### config.mk
export PLATFORM = sky130hd
export DESIGN_NAME = spi_flash_reader
export DESIGN_NICKNAME = d
export VERILOG_FILES = /design/src/rtl/spi_flash_reader.sv
export SDC_FILE = /design/constraint.sdc
export NUM_CORES = 1
export LEC_CHECK = 0
export CORE_UTILIZATION = 48
export CTS_CLUSTER_DIAMETER = 100
export DETAILED_ROUTE_END_ITERATION = 10
export GPL_TIMING_DRIVEN = 0
export PLACE_DENSITY = 0.86
export SKIP_LAST_GASP = 1
export SYNTH_ARGS = -nofsm -noshare
export SYNTH_HDL_FRONTEND = slang
export SYNTH_SLANG_ARGS = --single-unit
### constraint.sdc
create_clock -name aclk -period 2.4 [get_ports aclk]
set_clock_uncertainty 0.15 [all_clocks]
set_input_delay 0.72 -clock aclk [delete_from_list [all_inputs] [get_ports aclk]]
set_output_delay 0.72 -clock aclk [all_outputs]
set_load 0.03 [all_outputs]
### src/rtl/spi_flash_reader.sv
// Serial-flash word reader: turns a byte-address read into the READ byte stream for the SPI master.
// Define SPI_FLASH_FAST_READ_EN to use opcode 0x0B with one dummy byte after the address.
module spi_flash_reader #(
  parameter int          ADDR_WIDTH = 24,
  parameter logic [7:0]  CMD_READ   = 8'h03
) (
  input  logic                  aclk,
  input  logic                  aresetn,
  input  logic                  rd_req_valid,
  output logic                  rd_req_ready,
  input  logic [ADDR_WIDTH-1:0] rd_req_addr,
  output logic                  rd_resp_valid,
  input  logic                  rd_resp_ready,
  output logic [31:0]           rd_resp_data,
  output logic                  busy,
  output logic                  mosi_axis_tvalid,
  input  logic                  mosi_axis_tready,
  output logic [7:0]            mosi_axis_tdata,
  output logic                  mosi_axis_tstrb,
  output logic                  mosi_axis_tlast,
  input  logic                  miso_axis_tvalid,
  output logic                  miso_axis_tready,
  input  logic [7:0]            miso_axis_tdata
);

`ifdef SPI_FLASH_FAST_READ_EN
  localparam logic [7:0] OPCODE = 8'h0B;
  typedef enum logic [3:0] {
    S_IDLE, S_CMD, S_A2, S_A1, S_A0, S_DUMMY, S_D0, S_D1, S_D2, S_D3, S_WAIT
  } state_e;
`else
  localparam logic [7:0] OPCODE = CMD_READ;
  typedef enum logic [3:0] {
    S_IDLE, S_CMD, S_A2, S_A1, S_A0, S_D0, S_D1, S_D2, S_D3, S_WAIT
  } state_e;
`endif

  state_e      state_q, state_d;
  logic [23:0] addr_q, addr_d;
  logic [1:0]  rx_cnt_q, rx_cnt_d;
  logic [31:0] data_q, data_d;
  logic        resp_vld_q, resp_vld_d;
  logic        rx_done_q, rx_done_d;
  logic        miso_hs, rx_store, rx_last;

  assign rd_req_ready     = aresetn & (state_q == S_IDLE) & ~resp_vld_q;
  assign miso_axis_tready = aresetn & ~resp_vld_q;
  assign rd_resp_valid    = resp_vld_q;
  assign rd_resp_data     = data_q;
  assign busy             = (state_q != S_IDLE) | resp_vld_q;

  // Beats before the data phase carry no flash data and must not consume a lane.
  assign miso_hs  = miso_axis_tvalid & miso_axis_tready;
  assign rx_store = miso_hs & ~(state_q inside {S_IDLE, S_CMD, S_A2, S_A1, S_A0});
  assign rx_last  = rx_store & (rx_cnt_q == 2'd3);

  always_comb begin
    state_d          = state_q;
    addr_d           = addr_q;
    rx_cnt_d         = rx_cnt_q;
    data_d           = data_q;
    resp_vld_d       = resp_vld_q;
    rx_done_d        = rx_done_q;
    mosi_axis_tvalid = 1'b0;
    mosi_axis_tdata  = 8'h00;
    mosi_axis_tstrb  = 1'b0;
    mosi_axis_tlast  = 1'b0;

    case (state_q)
      S_IDLE: if (rd_req_valid && rd_req_ready) begin
        addr_d  = 24'(rd_req_addr);
        state_d = S_CMD;
      end
      S_CMD: begin
        mosi_axis_tvalid = 1'b1; mosi_axis_tdata = OPCODE; mosi_axis_tstrb = 1'b1;
        if (mosi_axis_tready) state_d = S_A2;
      end
      S_A2: begin
        mosi_axis_tvalid = 1'b1; mosi_axis_tdata = addr_q[23:16]; mosi_axis_tstrb = 1'b1;
        if (mosi_axis_tready) state_d = S_A1;
      end
      S_A1: begin
        mosi_axis_tvalid = 1'b1; mosi_axis_tdata = addr_q[15:8]; mosi_axis_tstrb = 1'b1;
        if (mosi_axis_tready) state_d = S_A0;
      end
      S_A0: begin
        mosi_axis_tvalid = 1'b1; mosi_axis_tdata = addr_q[7:0]; mosi_axis_tstrb = 1'b1;
`ifdef SPI_FLASH_FAST_READ_EN
        if (mosi_axis_tready) state_d = S_DUMMY;
      end
      S_DUMMY: begin
        mosi_axis_tvalid = 1'b1; mosi_axis_tstrb = 1'b1;
`endif
        if (mosi_axis_tready) state_d = S_D0;
      end
      S_D0: begin
        mosi_axis_tvalid = 1'b1;
        if (mosi_axis_tready) state_d = S_D1;
      end
      S_D1: begin
        mosi_axis_tvalid = 1'b1;
        if (mosi_axis_tready) state_d = S_D2;
      end
      S_D2: begin
        mosi_axis_tvalid = 1'b1;
        if (mosi_axis_tready) state_d = S_D3;
      end
      S_D3: begin
        mosi_axis_tvalid = 1'b1; mosi_axis_tlast = 1'b1;
        if (mosi_axis_tready) state_d = S_WAIT;
      end
      S_WAIT: if (rx_done_q || rx_last) begin
        state_d   = S_IDLE;
        rx_done_d = 1'b0;
      end
      default: state_d = S_IDLE;
    endcase

    if (rx_store) begin
      data_d[{rx_cnt_q, 3'b000} +: 8] = miso_axis_tdata;
      rx_cnt_d = rx_cnt_q + 2'd1;
    end
    // The last byte may land before D3 is acknowledged, so remember it for WAIT.
    if (rx_last) begin
      resp_vld_d = 1'b1;
      if (state_q != S_WAIT) rx_done_d = 1'b1;
    end
    if (resp_vld_q && rd_resp_ready) resp_vld_d = 1'b0;
  end

  always_ff @(posedge aclk or negedge aresetn) begin
    if (!aresetn) begin
      state_q    <= S_IDLE;
      addr_q     <= '0;
      rx_cnt_q   <= '0;
      data_q     <= '0;
      resp_vld_q <= 1'b0;
      rx_done_q  <= 1'b0;
    end else begin
      state_q    <= state_d;
      addr_q     <= addr_d;
      rx_cnt_q   <= rx_cnt_d;
      data_q     <= data_d;
      resp_vld_q <= resp_vld_d;
      rx_done_q  <= rx_done_d;
    end
  end

endmodule

==> run_results.csv, run 1 <==
group,metric,value,unit
status,outcome,"finished with violations",
status,violations,"negative setup slack",
detailed_routing,antenna_left,0,
setup_path,cp-end-kind,"output pin",
setup_path,crit_required,1.53,ns
floorplan,die_y,81.6,µm
detailed_routing,first_pass_iters,4,
power,power_frac_comb,55.6,%
synth,synth_cells,272,
finish,fin_util,75.8,%
setup_path,slowest_stage,"dfrtp_1",
sta,post-route-min-period,2.65,ns
global_route,grt_pass1_vias,2532,
floorplan,rows,28,
clocking,cts_tree,"done",
setup_path,critPathMaxFanout,6,
clocking,hold_buffers,0,
floorplan,ioPinCount,85,
sta,relSlewSlack,65.3,%
min_path,holdCritPathClass,"in -> async",
setup_path,cpPeakStageDelay,0.42,ns
synth,synthArstFlopShare,100,%
sta,worst_pin_slew,0.517,ns
finish,drive_above_1_share,28.9,%
detailed_routing,vias,2626,
sta,finalSetupViolCount,12,
synth,yosysTopAreaCellShare,52.7,%
power,cell_internal_pwr,3390,µW
finish,regArea,1600,µm²
power,p_per_area,1260,nW/µm²
power,swShare,41.2,%
global_route,grt_pass1_wl,12.3,mm
clocking,cts_root_buf,"clkbuf_8",
synth,synth_edf_count,0,
detailed_routing,drtIter0Drc,178,
synth,seq_area_frac_synth,52.7,%
synth,syn-cell-area,3040,µm²
global_route,globalRouteTotalUtil,25.7,%
power,leakage,0.00202,µW
clocking,cts.sinks,64,
placed_design,dp_hpwl,5.24,mm
clocking,clk_pin_slew_worst_paths,0.08,ns
sta,finalHoldViolations,0,
detailed_routing,drcViolationCount,0,
setup_path,crit_type,"reg -> out",
clocking,numCtsBuffers,9,
sta,setup-tns-final,-2.15,ns
detailed_routing,routedWlPerCell,18.2,µm
sta,max_freq,377,MHz
placed_design,placedCellCount,432,
synth,synth-seq-cells,64,
placed_design,place.gp.congestion,0.861,
placed_design,place_area,3990,µm²
power,power_frac_seq,30.2,%
synth,synth_ff_type,"dfrtp_1",
synth,synth_area_leader_cell,"dfrtp_1",
floorplan,core,6030,µm²
power,switchingPower,2370,µW
floorplan,dieArea,6660,µm²
finish,final_common_cell,"clkdlybuf4s50_1",
detailed_routing,post_drt_via_cell_ratio,5.51,
global_route,grt_max_degree,32,
setup_path,critPathLaunchType,"flop",
synth,yosys_warnings,0,
sta,hold_ws,0.0441,ns
sta,final.period_utilization,111,%
floorplan,die-width,81.6,µm
clocking,clk_path_buf_depth,2,
synth,ys_types,34,
global_route,antenna_found_initial,0,
run,drv_cap,0,
floorplan,start_util,50.5,%
power,irDropWorstVdd,835,µV
finish,fin_cells,477,
setup_path,path_cells,"nor2b_2 > nor3b_4 > buf_4 > a222oi_1 > inv_1 > buf_6",
setup_path,arrival,1.78,ns
sta,rsz0062_at_grt,"true",
finish,diodes,0,
placed_design,io_buffers,84,
clocking,ctsHtreeMaxLevel,3,
detailed_routing,finalWirelength,8.68,mm
synth,synthesis.nets,315,
synth,synth_area_per_cell,11.2,µm²
sta,setup_slack,-0.254,ns
power,power.share.clock,14.2,%
finish,synthToLayoutAreaGrowth,50.1,%
global_route,overflow,0,
clocking,clock_latency,0.34,ns
finish,fillers,387,
finish,post-route-cell-area,4570,µm²
finish,final_cell_mix,"69 x clkdlybuf4s50_1, 66 x nand2_1, 64 x dfrtp_1",
finish,nNetsFinal,440,
finish,multi_input_area,1340,µm²
sta,slew_violations,0,
synth,synth.area.top_cells,"dfrtp_1 53%, mux2_4 9.9%, nand2_1 8.3%",
## through the flow
step | power (µW) | worst slack, ns
6_report | 5760 | -0.254
5_1_grt | 6070 | -0.378
4_1_cts | 5530 | -0.210
3_5_place_dp | 4440 | -1.21
3_3_place_gp | 4350 | -2.99
2_1_floorplan | 3490 | 0.0985
## synthesized netlist by cell type (all sizes together), types with 3 or more instances
master	count
o2111ai	4
dfrtp	64
a222oi	6
nor2b	6
inv	10
nand2	67
ha	5
buf	13
o21ai	33
mux2	25
nor3b	5
a21oi	3
nor3	8
nor2	4
## cells by family after synthesis
logic type | after synthesis | share of synthesized area (%)
and+or+nand+nor | 97 | 15.5
DFF | 64 | 52.7
AOI/OAI and AO/OA | 54 | 12.1
muxes | 25 | 11.7
buffers and inverters | 23 | 4.73
adders and majority gates | 5 | 2.06
xor gates and xnor gates | 4 | 1.15
## path summary, 6_finish.rpt
check / from / end / slack, ns / depth (start not counted)
max: state_q[1]$_DFFE_PN0P_ / mosi_axis_tdata[7] / -0.25 / 6
min: aresetn / addr_q[7]$_DFFE_PN0P_ / 0.04 / 1
max reg2reg: rx_cnt_q[0]$_DFFE_PN0P_ / rd_resp_data[30]$_DFFE_PN0P_ / 0.30 / 5
min reg2reg: rd_resp_data[2]$_DFFE_PN0P_ / rd_resp_data[2]$_DFFE_PN0P_ / 0.33 / 2
max in group asynchronous: aresetn / state_q[3]$_DFFE_PN0P_ / 1.47 / 3
min in group aclk: rd_resp_data[2]$_DFFE_PN0P_ / rd_resp_data[2]$_DFFE_PN0P_ / 0.33 / 2
## flip-flops by register name, summed over array words and instances (netlist names)
| signal | count |
|---|---|
| state_q | 4 |
| rd_resp_data | 32 |
| addr_q | 24 |
| rx_done_q | 1 |
| rx_cnt_q | 2 |
| rd_resp_valid | 1 |
## layer usage
metal / global-route usage (%) / wire, µm / vias to the layer above
met4: 11.1 / 219 / 0
met3: 7.56 / 732 / 27
met5: 0 / 0 / -
met2: 43.3 / 4310 / 135
li1: - / - / 1199
met1: 30.4 / 3420 / 1265
## critical path, delay by kind of cell, from the launching register on
| family | cells | cell delay, ns |
|---|---|---|
| flip-flops | 1 | 0.42 |
| buffers and inverters | 3 | 0.41 |
| AO/OA/AOI/OAI | 1 | 0.27 |
| AND/OR/NAND/NOR | 2 | 0.34 |
## power by group through the flow
| stage | Sequential, µW | Combinational, µW | Clock [µW] |
|---|---|---|---|
| after floorplan | 1950 | 1540 | 0 |
| after global placement | 1720 | 2630 | 0 |
| after detailed placement | 1740 | 2700 | 0 |
| after CTS | 1720 | 3000 | 816 |
| after global routing | 1780 | 3410 | 882 |
| final | 1740 | 3200 | 817 |
## cell type report
| cell class | instances | area share (%) |
|---|---|---|
| sequential | 64 | 35.1 |
| multi-input combinational | 185 | 29.4 |
| timing repair buffer | 114 | 26.0 |
| buffer | 13 | 2.96 |
| clock buffer | 9 | 2.71 |
| tap | 75 | 2.05 |
| clock inverter | 7 | 1.04 |
| inverter | 10 | 0.822 |
## repair_timing
action | in CTS | in global routing
resized for setup | 108 | 13
buffers inserted | 15 | 12
cloned | 2 | 1
endpoints found under the setup margin | 74 | 22
pin swaps | 9 | 8
(Power assumes the default switching activity.)
==> run 2, diff against run 1 <==
--- a/config.mk
+++ b/config.mk
@@ -14,3 +14,4 @@
 export SYNTH_ARGS = -nofsm -noshare
 export SYNTH_HDL_FRONTEND = slang
 export SYNTH_SLANG_ARGS = --single-unit
+export TNS_END_PERCENT = 20
==> run 2 against run 1 <==
Against the previous run: the flow still finishes with violations (negative setup slack); final area fell by 3.9%; sequential share of layout area rose by 1.4 points; sequential power about the same; first-iteration DRC count fell by 30%; clock-buffer cell count stayed put; critical path depth grew 1; wire length down 8.3%; flip-flop and latch count unchanged; global-route usage decreased by 0.29 points; via count fell by 4.3%; largest cell class unchanged.
==> run_results.csv, run 2 (synthesis gave the netlist of run 1 again) <==
group,metric,value,unit
floorplan,dieArea,6660,µm²
setup_path,crit_required,1.53,ns
sta,final.period_utilization,110,%
detailed_routing,drtIter0Drc,124,
setup_path,critPathMaxFanout,7,
floorplan,core,6030,µm²
setup_path,critPathLaunchType,"flop",
setup_path,crit_type,"reg -> out",
sta,max_freq,379,MHz
finish,final_cell_mix,"69 x clkdlybuf4s50_1, 66 x nand2_1, 64 x dfrtp_1",
sta,finalSetupViolCount,13,
floorplan,die-width,81.6,µm
power,totalPowerFinal,5540,µW
global_route,overflow,0,
detailed_routing,vias,2513,
placed_design,dp_hpwl,5.24,mm
clocking,numCtsBuffers,9,
finish,synthToLayoutAreaGrowth,44.2,%
sta,relSlewSlack,42.1,%
sta,rsz0062_at_grt,"true",
clocking,cts.sinks,64,
sta,worst_pin_slew,0.866,ns
status,outcome,"finished with violations",
clocking,cts_root_buf,"clkbuf_8",
finish,fin_util,72.8,%
placed_design,place_ws,-1.21,ns
detailed_routing,routedWlPerCell,17.1,µm
clocking,cts_tree,"done",
floorplan,ioPinCount,85,
detailed_routing,post_drt_via_cell_ratio,5.40,
min_path,holdCritPathClass,"in -> async",
clocking,clk_pin_slew_worst_paths,0.07,ns
sta,slew_violations,0,
setup_path,cp-end-kind,"output pin",
power,leakage,0.00194,µW
global_route,grt_pass1_vias,2524,
detailed_routing,finalWirelength,7.96,mm
setup_path,r2r_cells,5,
finish,multi_input_area,1310,µm²
detailed_routing,first_pass_iters,4,
clocking,ctsHtreeMaxLevel,3,
finish,final_common_cell,"clkdlybuf4s50_1",
sta,setup_slack,-0.236,ns
power,p_per_area,1260,nW/µm²
run,drv_cap,0,
finish,nNetsFinal,428,
sta,finalHoldViolations,0,
floorplan,start_util,50.5,%
finish,largest_register_ffs,32,
detailed_routing,drcViolationCount,0,
global_route,globalRouteTotalUtil,25.4,%
placed_design,place.gp.congestion,0.861,
power,irDropWorstVdd,845,µV
placed_design,io_buffers,84,
placed_design,placedCellCount,432,
finish,diodes,0,
floorplan,die_y,81.6,µm
clocking,clk_path_buf_depth,2,
global_route,grt_pass1_wl,12.2,mm
setup_path,arrival,1.77,ns
sta,setup-tns-final,-2.00,ns
sta,post-route-min-period,2.64,ns
clocking,hold_buffers,0,
status,violations,"negative setup slack",
finish,fillers,421,
finish,drive_above_1_share,25.6,%
finish,fin_cells,465,
global_route,grt_max_degree,32,
clocking,clock_latency,0.34,ns
detailed_routing,antenna_left,0,
global_route,antenna_found_initial,0,
floorplan,rows,28,
finish,regArea,1600,µm²
run 2: changes by cell type in the layout (fill, tap and decap cells not counted), sizes merged:
cell and change:
buf -12, clkbuf -1, dlygate4sd2 +1
run 2: layout make-up:
type                            instances  share of cell area (%)
Timing Repair Buffer                  102                    23.6
Clock inverter                          7                    1.08
Inverter                               10                   0.856
Tap cell                               75                    2.14
Buffer                                 13                    3.08
Clock buffer                            9                    2.82
Multi-Input combinational cell        185                    29.9
Sequential cell                        64                    36.5
run 2: power breakdown:
part	internal (µW)	switching, µW
Clock	373	432
Sequential	1470	253
Combinational	1420	1590
Total	3270	2270
run 2: worst max-delay path, cell delays in order, from the launching register on:
cell      delay (ns)
dfrtp_1         0.40
buf_6           0.15
nor2b_2         0.16
nor3b_4         0.26
buf_6           0.16
a222oi_1        0.06
inv_1           0.07
buf_4           0.16
run 2: stage by stage:
step	cell area [µm²]	hold slack [ns]
finish	4390	0.0502
CTS	4380	0.0445
floorplan	3040	0.274
detailed placement	3990	0.319
global placement	3980	0.310
global route	4390	0.0413
run 2: path summary, 6_finish.rpt:
kind | start | endpoint | slack (ns)
worst max-delay path | state_q[0]$_DFFE_PN0P_ | mosi_axis_tdata[5] | -0.24
worst min-delay path | aresetn | addr_q[0]$_DFFE_PN0P_ | 0.05
worst max register to register | rx_cnt_q[0]$_DFFE_PN0P_ | rd_resp_data[18]$_DFFE_PN0P_ | 0.05
worst min register to register | rd_resp_data[31]$_DFFE_PN0P_ | rd_resp_data[31]$_DFFE_PN0P_ | 0.33
max in group asynchronous | aresetn | rd_resp_data[27]$_DFFE_PN0P_ | 1.51
min in group aclk | rd_resp_data[31]$_DFFE_PN0P_ | rd_resp_data[31]$_DFFE_PN0P_ | 0.33
run 2: what timing repair did:
item | in CTS | in global routing
gates cloned | 2 | 0
endpoints found under the setup margin | 74 | 22
pin swaps | 9 | 2
resized for setup | 103 | 1
buffers inserted | 15 | 0
run 2: metal layers:
| layer | GRT usage [%] | share of wire (%) | vias up |
|---|---|---|---|
| met4 | 10.5 | 2.1 | 0 |
| met3 | 7.22 | 7.7 | 21 |
| met2 | 43.0 | 48 | 103 |
| li1 | - | - | 1175 |
| met1 | 30.3 | 42 | 1214 |
| met5 | 0 | 0 | - |
